--- src/rtl/des_pkg.sv ---
// Shared constants, tables, state enum and half-rotation helpers for the DES key schedule.
// The right-rotation helpers are consumed only when DES_KEY_SCHEDULE_DECRYPT_EN is defined.
package des_pkg;

    localparam int unsigned CD_WIDTH   = 56;
    localparam int unsigned HALF_WIDTH = 28;

    // Left-shift amount per round, index 1..16
    localparam int unsigned DES_SHIFT_SCHEDULE [1:16] = '{
        1, 1, 2, 2, 2, 2, 2, 2, 1, 2, 2, 2, 2, 2, 2, 1
    };

    // PC-1: output bit i (DES numbering) takes key bit PC1_TABLE[i]
    localparam int unsigned PC1_TABLE [1:56] = '{
        57, 49, 41, 33, 25, 17,  9,
         1, 58, 50, 42, 34, 26, 18,
        10,  2, 59, 51, 43, 35, 27,
        19, 11,  3, 60, 52, 44, 36,
        63, 55, 47, 39, 31, 23, 15,
         7, 62, 54, 46, 38, 30, 22,
        14,  6, 61, 53, 45, 37, 29,
        21, 13,  5, 28, 20, 12,  4
    };

    typedef enum logic [1:0] {
        ST_IDLE = 2'd0,
        ST_RUN  = 2'd1,
        ST_DONE = 2'd2
    } ks_state_e;

    // Shift amount for a 1-based round number
    function automatic logic [1:0] shift_amount(input logic [4:0] idx);
        return 2'(DES_SHIFT_SCHEDULE[idx]);
    endfunction

    function automatic logic [HALF_WIDTH-1:0] rotl_half(input logic [HALF_WIDTH-1:0] h,
                                                        input logic [1:0] s);
        return (s == 2'd2) ? {h[HALF_WIDTH-3:0], h[HALF_WIDTH-1:HALF_WIDTH-2]}
                           : {h[HALF_WIDTH-2:0], h[HALF_WIDTH-1]};
    endfunction

    function automatic logic [HALF_WIDTH-1:0] rotr_half(input logic [HALF_WIDTH-1:0] h,
                                                        input logic [1:0] s);
        return (s == 2'd2) ? {h[1:0], h[HALF_WIDTH-1:2]}
                           : {h[0], h[HALF_WIDTH-1:1]};
    endfunction

    // Rotate C and D independently; nothing crosses the half boundary
    function automatic logic [CD_WIDTH-1:0] rotl_cd(input logic [CD_WIDTH-1:0] cd,
                                                    input logic [1:0] s);
        return {rotl_half(cd[CD_WIDTH-1:HALF_WIDTH], s), rotl_half(cd[HALF_WIDTH-1:0], s)};
    endfunction

    function automatic logic [CD_WIDTH-1:0] rotr_cd(input logic [CD_WIDTH-1:0] cd,
                                                    input logic [1:0] s);
        return {rotr_half(cd[CD_WIDTH-1:HALF_WIDTH], s), rotr_half(cd[HALF_WIDTH-1:0], s)};
    endfunction

endpackage

--- src/rtl/Permuted_Choice_1.sv ---
// Combinational DES PC-1: 64-bit key (bit n at index 65-n) to 56-bit C||D (bit n at index 57-n).
module Permuted_Choice_1
    import des_pkg::*;
(
    input  logic [64:1] key_i,
    output logic [56:1] cd_c_o
);

    // Pure wiring from the PC-1 table
    for (genvar i = 1; i <= 56; i++) begin : g_bit
        assign cd_c_o[57-i] = key_i[65-PC1_TABLE[i]];
    end

    // Parity bits take no part in the schedule
    logic unused_parity;
    assign unused_parity = ^{key_i[57], key_i[49], key_i[41], key_i[33],
                             key_i[25], key_i[17], key_i[9],  key_i[1]};

endmodule

--- src/rtl/des_key_schedule.sv ---
// DES key schedule: PC-1 then per-round C/D rotation, one state per round under valid/advance.
// Optional reverse (decrypt) schedule enabled by macro DES_KEY_SCHEDULE_DECRYPT_EN.
module des_key_schedule
    import des_pkg::*;
#(
    parameter int unsigned KEY_WIDTH = 64,
    parameter int unsigned CD_WIDTH  = 56,
    parameter int unsigned ROUNDS    = 16
) (
    input  logic                 clk,
    input  logic                 rst,
    input  logic [KEY_WIDTH:1]   Key_Schedule_Input,
    input  logic                 Key_Schedule_Start,
    input  logic                 Key_Schedule_Advance,
`ifdef DES_KEY_SCHEDULE_DECRYPT_EN
    input  logic                 Key_Schedule_Decrypt,
`endif
    output logic [CD_WIDTH:1]    Key_Schedule_Output,
    output logic [4:1]           Key_Schedule_Round,
    output logic                 Key_Schedule_Valid,
    output logic                 Key_Schedule_Busy,
    output logic                 Key_Schedule_Finish_Flag
);

    localparam int unsigned ROUND_WIDTH = 4;

    logic [CD_WIDTH:1]    pc1_c;
    ks_state_e            state_q, state_d;
    logic [CD_WIDTH:1]    cd_q, cd_d;
    logic [ROUND_WIDTH:1] round_q, round_d;
    logic                 valid_q, valid_d;
    logic                 busy_q, busy_d;
    logic                 finish_q, finish_d;
`ifdef DES_KEY_SCHEDULE_DECRYPT_EN
    logic                 dec_q, dec_d;
`endif

    Permuted_Choice_1 u_pc1 (
        .key_i  (Key_Schedule_Input),
        .cd_c_o (pc1_c)
    );

    // Next-state and next-output logic
    always_comb begin
        state_d  = state_q;
        cd_d     = cd_q;
        round_d  = round_q;
        valid_d  = valid_q;
        busy_d   = busy_q;
        finish_d = 1'b0;
`ifdef DES_KEY_SCHEDULE_DECRYPT_EN
        dec_d    = dec_q;
`endif
        case (state_q)
            ST_IDLE: begin
                if (Key_Schedule_Start) begin
                    state_d = ST_RUN;
                    round_d = '0;
                    valid_d = 1'b1;
                    busy_d  = 1'b1;
`ifdef DES_KEY_SCHEDULE_DECRYPT_EN
                    dec_d   = Key_Schedule_Decrypt;
                    // Reverse schedule starts from the round-16 state, which is PC-1 itself
                    cd_d    = Key_Schedule_Decrypt ? pc1_c : rotl_cd(pc1_c, shift_amount(5'd1));
`else
                    cd_d    = rotl_cd(pc1_c, shift_amount(5'd1));
`endif
                end
            end
            ST_RUN: begin
                if (valid_q && Key_Schedule_Advance) begin
                    if (round_q == ROUND_WIDTH'(ROUNDS - 1)) begin
                        state_d  = ST_DONE;
                        valid_d  = 1'b0;
                        finish_d = 1'b1;
                    end else begin
                        round_d = round_q + 1'b1;
`ifdef DES_KEY_SCHEDULE_DECRYPT_EN
                        // Undo the shift that produced the state currently presented
                        if (dec_q) cd_d = rotr_cd(cd_q, shift_amount(5'd16 - {1'b0, round_q}));
                        else       cd_d = rotl_cd(cd_q, shift_amount({1'b0, round_q} + 5'd2));
`else
                        cd_d = rotl_cd(cd_q, shift_amount({1'b0, round_q} + 5'd2));
`endif
                    end
                end
            end
            ST_DONE: begin
                state_d = ST_IDLE;
                busy_d  = 1'b0;
            end
            default: begin
                state_d = ST_IDLE;
                valid_d = 1'b0;
                busy_d  = 1'b0;
            end
        endcase
    end

    // State and output registers with synchronous reset
    always_ff @(posedge clk) begin
        if (rst) begin
            state_q  <= ST_IDLE;
            cd_q     <= '0;
            round_q  <= '0;
            valid_q  <= 1'b0;
            busy_q   <= 1'b0;
            finish_q <= 1'b0;
`ifdef DES_KEY_SCHEDULE_DECRYPT_EN
            dec_q    <= 1'b0;
`endif
        end else begin
            state_q  <= state_d;
            cd_q     <= cd_d;
            round_q  <= round_d;
            valid_q  <= valid_d;
            busy_q   <= busy_d;
            finish_q <= finish_d;
`ifdef DES_KEY_SCHEDULE_DECRYPT_EN
            dec_q    <= dec_d;
`endif
        end
    end

    assign Key_Schedule_Output      = cd_q;
    assign Key_Schedule_Round       = round_q;
    assign Key_Schedule_Valid       = valid_q;
    assign Key_Schedule_Busy        = busy_q;
    assign Key_Schedule_Finish_Flag = finish_q;

endmodule

--- config.mk ---
export PLATFORM = sky130hd
export DESIGN_NAME = des_key_schedule
export DESIGN_NICKNAME = d
export VERILOG_FILES = /design/src/rtl/des_pkg.sv /design/src/rtl/Permuted_Choice_1.sv /design/src/rtl/des_key_schedule.sv
export SDC_FILE = /design/constraint.sdc
export NUM_CORES = 1
export LEC_CHECK = 0
export CORE_MARGIN = 3
export CORE_UTILIZATION = 35
export CTS_BUF_LIST = sky130_fd_sc_hd__clkbuf_2 sky130_fd_sc_hd__clkbuf_4 sky130_fd_sc_hd__clkbuf_8
export CTS_CLUSTER_SIZE = 12
export DETAILED_ROUTE_END_ITERATION = 7
export GPL_ROUTABILITY_DRIVEN = 0
export HOLD_SLACK_MARGIN = 0.06
export PLACE_DENSITY = 0.69
export SETUP_SLACK_MARGIN = 0.4
export SYNTH_ARGS = -nofsm -noshare
export SYNTH_HDL_FRONTEND = slang
export SYNTH_SLANG_ARGS = --single-unit
--- constraint.sdc ---
create_clock -name clk -period 4.4 [get_ports clk]
set_input_delay 0.88 -clock clk [delete_from_list [all_inputs] [get_ports clk]]
set_output_delay 0.88 -clock clk [all_outputs]
set_load 0.02 [all_outputs]
==> results of run 1 <==
-- layer usage --
layer / vias to the layer above / GRT usage (%)
met5: - / 0
met4: 0 / 6.22
met3: 19 / 4.38
met2: 181 / 29.3
met1: 1810 / 27.4
li1: 1806 / -
-- registers in the layout, summed over array words and instances (netlist names) --
signal                    flops
Key_Schedule_Round            4
Key_Schedule_Finish_Flag      1
Key_Schedule_Busy             1
Key_Schedule_Output          56
Key_Schedule_Valid            1
state_q                       2
-- placed cells by master (no fill, tap or decap), drive strengths merged, types with 4 or more instances in the layout --
cell	netlist	routed
clkdlybuf4s50	0	121
a21oi	66	66
dfxtp	65	65
o211ai	51	51
nand2	50	50
a221o	44	44
clkbuf	19	13
a311oi	12	12
o21ai	8	8
a2bb2oi	7	7
buf	29	7
nand4	6	6
and2	6	6
nand2b	6	6
a211oi	6	6
nor2	5	5
nand3	4	4
-- per-stage QoR --
| stage | total power [mW] | setup slack, ns |
|---|---|---|
| 2_1_floorplan | 0.860 | 2.21 |
| 3_5_place_dp | 1.02 | 1.28 |
| 3_3_place_gp | 1.02 | 1.29 |
| 6_report | 1.53 | 1.59 |
| 5_1_grt | 1.60 | 1.42 |
| 4_1_cts | 1.54 | 1.60 |
-- final timing paths --
path                                       startpoint                       to  slack [ns]  cells after the start
worst max-delay path            Key_Schedule_Round[1]  Key_Schedule_Output[27]        1.59                      6
worst min-delay path                Key_Schedule_Busy        Key_Schedule_Busy        0.51                      2
worst max register to register  Key_Schedule_Round[1]  Key_Schedule_Output[27]        1.59                      6
worst min register to register      Key_Schedule_Busy        Key_Schedule_Busy        0.51                      2
-- cell families (layout without fill, tap and decap cells) --
| family | Yosys count | in the layout | share of synthesized area, % |
|---|---|---|---|
| xor+xnor | 1 | 1 | 0.243 |
| simple gates | 96 | 96 | 13.4 |
| buf+inv | 50 | 146 | 7.38 |
| flops | 65 | 65 | 36.0 |
| fa+ha+maj | 3 | 3 | 1.04 |
| mux | 3 | 3 | 1.07 |
| compound gates | 197 | 197 | 40.8 |
-- worst max-delay path: cells and delay by family (launching register included) --
family	cells	cell delay, ns
AND/OR/NAND/NOR	2	1.08
AO/OA/AOI/OAI	2	0.60
adder cells (fa/ha/maj)	1	0.26
buffers and inverters	1	0.41
flip-flops	1	0.38
-- cell type report --
class,count,area [um2],area share (%)
flip-flops and latches,65,1300,26.0
clock inverters,3,40.0,0.800
clock buffers,13,160,3.20
repair buffers,128,1270,25.4
well taps,133,166,3.33
inverters,2,7.51,0.150
multi-input cells,300,2060,41.1
-- where the power goes --
part           leakage [nW]  internal (mW)  switching, mW
combinational          1.05          0.177          0.162
clock                 0.108          0.295          0.223
sequential            0.534          0.628         0.0463
total                  1.70           1.10          0.431
==> flow_summary.toml, run 1 <==
[layout]
drive_gt1_share_pct = 12.9
area_growth_syn_to_layout_pct = 38.6
fin_cells = 644
fin_nets = 577
fin_util_pct = 50.5
design_area_mm2 = 0.00500
antenna_cells = 0
fill_cells = 951

[synth]
yosys-top-cells-area = "dfxtp_1 36%, o211ai_1 11%, a221o_2 11%, a21oi_1 9.0%, nand2_1 5.2%"
synth_nets = 486
avgSynthCellArea_um2 = 8.70
yosysWarnings = 0
syn-cell-area_mm2 = 0.00361
synth_common_cells = "65 x a21oi_1, 65 x dfxtp_1, 51 x o211ai_1"
seq_area_frac_synth_pct = 36.0
synth-seq-cells = 65
ys.flop_type = "dfxtp_1"
synth_top_area_share_pct = 36.0
synth_edf_count = 0
async_reset_ff_share_pct = 0
syn_inst = 415
yosysTopAreaCell = "dfxtp_1"
ys_types = 41

[cts]
cts_hold_buf = 0
cts_buffer_depth = 2
htree_levels = 3
insertion_delay_ns = 0.34
path_clk_slew_ns = 0.08
cts_resized = 0
cts_setup_buffers = 0
numCtsBuffers = 9
cts_root_buffer = "clkbuf_8"
cts_tree = "yes"
cts_sinks = 65

[sta]
fin_crit_sh_pct = 63.9
setup_viol = 0
timing.fmax_ghz = 0.356
maxSlewViolCount = 0
slew_headroom_pct = 33.3
fin_setup_tns_ns = 0
tightest_slew_ns = 1.00
finalCriticalPeriod_ns = 2.81
finClkSkew_ns = 0.00970
hold_violations = 0
grt_setup_unrepaired = "no"
hold_slack_ns = 0.511

[die]
ioPinCount = 131
die_height_um = 108
fp.dieW_um = 108
die-area_mm2 = 0.0116
row_count = 36
start_util_pct = 36.4
core_area_mm2 = 0.00991

[drt]
finalWirelength_um = 11300
dr.pass1.iters = 5
m1WireLength_um = 5240
drt_iter0_markers = 217
via_per_inst = 5.93
drcViolationCount = 0
avgRoutedWirePerCell_um = 17.5
wl_met2_um = 5020
num_vias = 3816
top_layer = "met4"
met3_length_um = 847
final_antenna_net_count = 0

[global_route]
grt_max_degree = 67
grt_pass1_wl_um = 18600
antenna_found_initial = 0
grt_pass1_vias = 3690
grt_usage_pct = 19.4
overflow = 0

[placement]
io_buffers = 122
dp.cells = 628
postPlaceCellArea_mm2 = 0.00480
dp_hpwl_um = 7320

[critical_path]
cp_max_fo = 49
max_stage_delay_ns = 0.55
start_kind = "flop"
cp.arrival_ns = 3.09
crit_required_ns = 4.68
slowest_stage = "or3_4"
cp_cell_sequence = "ha_1 > and3_2 > or3_4 > a21oi_4 > buf_4 > a221o_2"
end_kind = "flop"
crit_type = "reg2reg"

[status]
outcome = "finished clean"

[power_and_ir_drop]
powerDensity_mw_per_mm2 = 306
total_leakage_power_nw = 1.70
peakVddDrop_mv = 0.225

[job]
cap_violations = 0

[hold_path]
hp-class = "reg2reg"
(Power assumes the default switching activity.)
==> inputs of run 2 (changes only) <==
==> constraint.sdc (replaced) <==
create_clock -name clk -period 2.9 [get_ports clk]
set_input_delay 0.58 -clock clk [delete_from_list [all_inputs] [get_ports clk]]
set_output_delay 0.58 -clock clk [all_outputs]
set_load 0.02 [all_outputs]
==> run 2 against run 1 <==
Net effect: non-clock buffer count grew 6; sequential power grew 51%; power grew 44%; maximum frequency grew 21%; via count grew 1.6%; count of clock-buffer cells in the layout shrank 2; clock skew shrank 0.0014 ns; critical path depth is the same; final area grew 0.70%; first-iteration DRC count grew 28%; sequential share of layout area shrank 0.18 points; combinational power grew 54%.
==> flow_summary.toml, run 2 (synthesized netlist as in run 1, its figures left out) <==
[sta]
hold_slack_ns = 0.510
fin_setup_tns_ns = 0
maxSlewViolCount = 0
tightest_slew_ns = 0.710
hold_violations = 0
setup_viol = 0
grt_setup_unrepaired = "no"
setup_slack_ns = 0.570
finClkSkew_ns = 0.00835
finalCriticalPeriod_ns = 2.33
fin_crit_sh_pct = 80.3
slew_headroom_pct = 52.7
timing.fmax_ghz = 0.429

[cts]
htree_levels = 3
cts_tree = "yes"
cts_hold_buf = 0
cts_resized = 0
path_clk_slew_ns = 0.07
insertion_delay_ns = 0.33
numCtsBuffers = 9
cts_buffer_depth = 2
cts_sinks = 65
cts_root_buffer = "clkbuf_8"
cts_setup_buffers = 0

[layout]
drive_gt1_share_pct = 13.8
multi_input_area_mm2 = 0.00206
fin_nets = 583
largest_reg_flops = 56
antenna_cells = 0
design_area_mm2 = 0.00504
fill_cells = 973
regArea_mm2 = 0.00130
final_common_cell = "clkdlybuf4s50_1"
area_growth_syn_to_layout_pct = 39.6
layout_common_cells = "121 x clkdlybuf4s50_1, 65 x dfxtp_1, 65 x a21oi_1"

[critical_path]
reg2regPathDepth = 6
r2r_end = "Key_Schedule_Output[47]"
cp_max_fo = 44
crit_required_ns = 3.11
end_kind = "flop"
r2r_slack_ns = 0.57
r2r_start = "Key_Schedule_Round[2]"
start_kind = "flop"
cp.arrival_ns = 2.54
crit_type = "reg2reg"

[die]
start_util_pct = 36.4
core_area_mm2 = 0.00991
die-area_mm2 = 0.0116
row_count = 36
ioPinCount = 131
fp.dieW_um = 108
die_height_um = 108

[drt]
avgRoutedWirePerCell_um = 17.7
finalWirelength_um = 11500
drcViolationCount = 0
final_antenna_net_count = 0
num_vias = 3878
drt_iter0_markers = 278
dr.pass1.iters = 5
via_per_inst = 5.98

[job]
cap_violations = 0

[global_route]
grt_usage_pct = 19.8
antenna_found_initial = 0
use_met2_pct = 30.7
overflow = 0
grt_pass1_wl_um = 18800
grt_pass1_vias = 3701
grt_max_degree = 67
grtUsageMet1_pct = 27.6
grtUsageMet3_pct = 4.92
top_usage_layer = "met2"

[hold_path]
worstHoldStart = "Key_Schedule_Busy"
hp-class = "reg2reg"
whs_path_depth = 2
min_to = "Key_Schedule_Busy"

[power_and_ir_drop]
peakVddDrop_mv = 0.240
powerDensity_mw_per_mm2 = 439
total_leakage_power_nw = 1.72

[placement]
dp_slack_ns = 0.354
postPlaceCellArea_mm2 = 0.00487
io_buffers = 122
dp_hpwl_um = 7580

[status]
outcome = "finished clean"
run 2: cell count changes in the layout (fill, tap and decap cells not counted), sizes merged:
cell,delta
clkbuf,-2
bufinv,-1
clkinv,+2
buf,+6
run 2: how the worst max path moves through the flow:
stage	startpoint	to	depth (start not counted)
floorplan	Key_Schedule_Round[3]	Key_Schedule_Output[23]	6
global placement	Key_Schedule_Start	Key_Schedule_Output[14]	6
detailed placement	Key_Schedule_Start	Key_Schedule_Output[47]	6
CTS	Key_Schedule_Round[1]	Key_Schedule_Output[47]	6
global route	Key_Schedule_Round[1]	Key_Schedule_Output[47]	6
finish	Key_Schedule_Round[2]	Key_Schedule_Output[47]	6
run 2: per-layer routing:
metal  wire, um  up-vias  share of wire [%]
met5          0        -                  0
met3        932       15                8.1
met2       5180      202                 45
li1           -     1825                  -
met1       5260     1836                 46
met4        102        0               0.89
run 2: layout make-up:
class | instances | area share [%]
multi-input combinational | 300 | 40.8
timing repair buffer | 134 | 26.7
sequential | 65 | 25.8
tap | 133 | 3.30
clock buffer | 11 | 2.88
clock inverter | 4 | 0.397
inverter | 2 | 0.149
run 2: report_power, final:
part | internal (mW) | switching [mW]
combinational | 0.277 | 0.246
sequential | 0.953 | 0.0707
clock | 0.333 | 0.334
run 2: critical path: stages, from the launching register on:
cell and delay (ns):
dfxtp_1 0.45, ha_1 0.26, and3_2 0.56, or3_4 0.26
nor3_4 0.05, buf_12 0.19, a221o_2 0.41
run 2: through the flow:
step	instances	total power, mW	util, %
floorplan	415	1.30	-
global placement	634	1.56	49.2
detailed placement	634	1.57	49.2
CTS	649	2.24	50.9
global route	649	2.33	50.9
finish	649	2.21	50.9
==> inputs of run 3 (changes only) <==
==> constraint.sdc (replaced) <==
create_clock -name clk -period 2.4 [get_ports clk]
set_input_delay 0.48 -clock clk [delete_from_list [all_inputs] [get_ports clk]]
set_output_delay 0.48 -clock clk [all_outputs]
set_load 0.02 [all_outputs]
==> run 3 against run 2 <==
Net effect: power rose by 28%; cell count grew 2.0%; sequential cell count unchanged; non-clock buffer count up 13; wire length is 0.44% higher; worst setup slack got worse by 0.10 ns; largest cell class unchanged; count of clock-buffer cells in the layout grew 1; clock power up 43%; first-iteration DRC count up 1.8%; global-route usage increased by 0.39 points; die area unchanged; highest routed layer unchanged.
==> flow_summary.toml, run 3 (synthesized netlist as in run 1, its figures left out) <==
[status]
outcome = "finished clean"

[die]
start_util_pct = 36.4
row_count = 36
fp.dieW_um = 108
die-area_mm2 = 0.0116
ioPinCount = 131
die_height_um = 108
core_area_mm2 = 0.00991

[global_route]
grt_max_degree = 67
antenna_found_initial = 0
grt_usage_pct = 20.1
grt_pass1_wl_um = 19100
grt_pass1_vias = 3803
overflow = 0

[sta]
fin_setup_tns_ns = 0
finClkSkew_ns = 0.00925
tightest_slew_ns = 0.711
setup_slack_ns = 0.469
finalCriticalPeriod_ns = 1.93
maxSlewViolCount = 0
grt_setup_unrepaired = "no"
timing.fmax_ghz = 0.518
slew_headroom_pct = 52.6
setup_viol = 0
hold_violations = 0
fin_crit_sh_pct = 80.5

[critical_path]
max_stage_delay_ns = 0.65
cp.arrival_ns = 1.45
r2r_slack_ns = 0.47
reg2regPathDepth = 7
cp.depth = 1
cp_cell_sequence = "clkdlybuf4s50_1"
end_kind = "output pin"
endpoint = "Key_Schedule_Output[27]"
slowest_stage = "clkdlybuf4s50_1"
r2r_start = "Key_Schedule_Round[2]"
cp_max_fo = 4
path_buf_inv = 1
worstSetupStartpoint = "Key_Schedule_Output[27]"
start_kind = "flop"
r2r_end = "Key_Schedule_Output[39]"
crit_required_ns = 1.92
crit_type = "reg2out"
crit_family = "buffers and inverters"

[cts]
cts_sinks = 65
htree_levels = 3
cts_buffer_depth = 2
path_clk_slew_ns = 0.07
cts_hold_buf = 0
numCtsBuffers = 9
cts_root_buffer = "clkbuf_8"
insertion_delay_ns = 0.34
cts_tree = "yes"

[layout]
largest_reg_flops = 56
final_common_cell = "clkdlybuf4s50_1"
area_growth_syn_to_layout_pct = 46.2
layout_common_cells = "121 x clkdlybuf4s50_1, 65 x a21oi_1, 61 x dfxtp_1"
drive_gt1_share_pct = 17.8
design_area_mm2 = 0.00528
fill_cells = 924
antenna_cells = 0
fin_nets = 596

[job]
cap_violations = 0

[power_and_ir_drop]
peakVddDrop_mv = 0.393
total_leakage_power_nw = 1.82
powerDensity_mw_per_mm2 = 539

[drt]
avgRoutedWirePerCell_um = 17.4
via_per_inst = 5.87
finalWirelength_um = 11500
drt_iter0_markers = 283
drcViolationCount = 0
final_antenna_net_count = 0
dr.pass1.iters = 5
num_vias = 3885

[placement]
dp_hpwl_um = 7450
postPlaceCellArea_mm2 = 0.00500
dp_slack_ns = 0.0000369
io_buffers = 122

[hold_path]
hp-class = "reg2reg"
run 3: cell count changes in the layout (fill, tap and decap cells not counted), sizes merged:
cell    previous run  this run
bufinv             0         1
clkbuf            11        12
clkinv             4         2
bufbuf             0         1
buf               13        25
run 3: what timing repair did:
item / CTS / global route
setup endpoints to repair: 40 / 49
buffers inserted: 3 / 0
gates cloned: 1 / 0
pin swaps: 1 / 0
endpoints found under the hold margin: 0 / 0
gates resized for setup: 1 / 9
run 3: where the power goes:
part | internal (mW) | total [mW] | switching [mW] | leakage (nW)
logic | 0.355 | 0.654 | 0.300 | 1.18
clock network | 0.539 | 0.953 | 0.414 | 0.106
registers | 1.15 | 1.24 | 0.0850 | 0.537
run 3: through the flow:
step	total power, mW	hold slack (ns)	utilization (%)	std cells
after CTS	2.87	0.497	53.1	662
after detailed placement	1.91	0.479	50.4	643
final	2.84	0.497	53.3	662
after global routing	2.98	0.561	53.3	662
after floorplan	1.58	0.525	-	415
after global placement	1.90	0.480	50.4	643
run 3: worst min path at each step:
stage | start | to | slack (ns) | cells past startpoint
2_1_floorplan | Key_Schedule_Round[3] | Key_Schedule_Round[3] | 0.53 | 2
3_3_place_gp | Key_Schedule_Busy | Key_Schedule_Busy | 0.48 | 2
3_5_place_dp | Key_Schedule_Busy | Key_Schedule_Busy | 0.48 | 2
4_1_cts | Key_Schedule_Busy | Key_Schedule_Busy | 0.50 | 2
5_1_grt | Key_Schedule_Busy | Key_Schedule_Busy | 0.56 | 2
6_report | Key_Schedule_Busy | Key_Schedule_Busy | 0.50 | 2
run 3: routing by layer:
layer	GRT usage [%]	vias up	routed length, um
met5	0	-	0
met4	4.24	0	98
met3	5.28	11	1030
met2	31.2	191	5190
met1	28.2	1837	5220
li1	-	1846	-
run 3: cell type report:
class                   instances  area [um2]  area share [%]
multi-input cells             300        2080            39.3
repair buffers                147        1520            28.8
flip-flops and latches         65        1310            24.8
well taps                     133         166            3.15
clock buffers                  12         159            3.01
clock inverters                 3        40.0           0.758
inverters                       2        7.51           0.142
==> variant, RTL diff (flow settings as in run 3) <==
The option `DES_KEY_SCHEDULE_DECRYPT_EN` is turned on by a define.
--- a/src/rtl/des_key_schedule.sv
+++ b/src/rtl/des_key_schedule.sv
@@ -1,4 +1,6 @@
 // DES key schedule: PC-1 then per-round C/D rotation, one state per round under valid/advance.
 // Optional reverse (decrypt) schedule enabled by macro DES_KEY_SCHEDULE_DECRYPT_EN.
+`define DES_KEY_SCHEDULE_DECRYPT_EN
+
 module des_key_schedule
     import des_pkg::*;
Interface: changed (added Key_Schedule_Decrypt); port bits go from 131 to 132. No check against the original RTL was run, so the function may have changed too.
==> variant against run 3 <==
Sequential power increased by 6%; clock power is 19% higher; power grew 39%; setup slack lost 160 ps; synthesized area increased by 70%; combinational power rose by 130%; routed wire length grew 86%; critical endpoint is now Key_Schedule_Output[16]; largest cell class unchanged; largest power group is now combinational logic; cell count increased by 67%; sequential cell count increased by 1; cell area rose by 64%; count of clock-buffer cells in the layout decreased by 1; synthesized cell count grew 89%.
==> variant: results (changes against run 3) <==
metric	value	unit	change
synth top area cells	dfxtp_1, o32ai_2, o21ai_0, mux2i_1, mux2_1		
clock power share	28.6	%	-4.9 points
ys flop type	dfxtp_1		
Clock group	1.13	mW	+19%
WHS	498	ps	+1.26 ps
Lkg Pwr	3.48	nW	+91%
sequential area share after synthesis	21.5	%	-15 points
status	complete, no violations		
vias in the first global route	6362		+67%
largest net degree at the start of global routing	58		-13%
dpl ws	126	ps	+126 ps
final layout net count	953		+60%
GRT Overall Usage	20.7	%	+0.58 points
Post-synth top cells	o21ai_0, nor2_1, dfxtp_1		
final cell count without fillers	1104		+67%
Synth Area in Compound Gates	28.7	%	-12 points
syn_nets	858		+77%
R2R depth	8		+1
xor/xnor share of the synthesized area	0.286	%	+0.043 points
CP peak stage delay	380	ps	-270 ps
HPWL Detailed	12.7	mm	+71%
first-pass GRT wire length	33.6	mm	+76%
clk_lat worst skew	380	ps	+40 ps
Area after DPL	7640	sq um	+53%
Max stage delay cell, worst path	dfxtp_4		
share of cells above drive strength 1	21.6	%	+3.8 points
Post-CTS Resized	28		+27
Slew @ Worst Pin	540	ps	-172 ps
Synth cell types	40		-2.4%
FF-to-FF End	Key_Schedule_Output[16]		
Worst Skew	11.3	ps	+2.09 ps
peak supply drop	0.000256	V	-35%
crit-path max FO	7		+3
critical path's top delay family	multiplexers		
post-synthesis mux area share	19.6	%	+19 points
## variant: cell types whose count changed in the layout (fill, tap and decap cells not counted), moves of 50 or more
cell	change
and3_1	+55
mux2i_1	+55
nand3_1	+55
nor2_1	+60
nor3_1	+58
o211ai_1	-50
o21ai_0	+107
## variant: how the worst max path moves through the flow
stage / from / to / slack (ps) / cells after the start
5_1_grt: Key_Schedule_Round[1] / Key_Schedule_Output[9] / 270 / 9
6_report: Key_Schedule_Round[2] / Key_Schedule_Output[16] / 310 / 8
4_1_cts: Key_Schedule_Round[1] / Key_Schedule_Output[31] / 330 / 9
3_5_place_dp: Key_Schedule_Advance / Key_Schedule_Output[43] / 130 / 7
3_3_place_gp: Key_Schedule_Advance / Key_Schedule_Output[25] / 140 / 7
2_1_floorplan: Key_Schedule_Round[3] / Key_Schedule_Output[27] / 430 / 8
## variant: per-layer routing
| metal | share of wire, % | GRT usage, % | up-vias |
|---|---|---|---|
| li1 | - | - | 3168 |
| met1 | 42 | 27.3 | 3269 |
| met2 | 49 | 34.2 | 280 |
| met3 | 6.7 | 3.83 | 34 |
| met4 | 1.9 | 6.81 | 0 |
| met5 | 0 | 0 | - |
## variant: area by class of cell
class / instances / area [sq um]
clock inverters: 5 / 77.6
flip-flops and latches: 66 / 1340
clock buffers: 11 / 145
well taps: 220 / 275
fillers: 1556 / 8240
inverters: 6 / 26.3
multi-input cells: 622 / 4680
repair buffers: 174 / 2100
## variant: cells by family (layout without fill, tap and decap cells)
kind of cell,count (synthesis),in the layout
AO/OA/AOI/OAI,243,243
XOR/XNOR,2,2
adder cells (fa/ha/maj),5,5
buffers and inverters,96,196
flip-flops,66,66
multiplexers,113,113
AND/OR/NAND/NOR,259,259
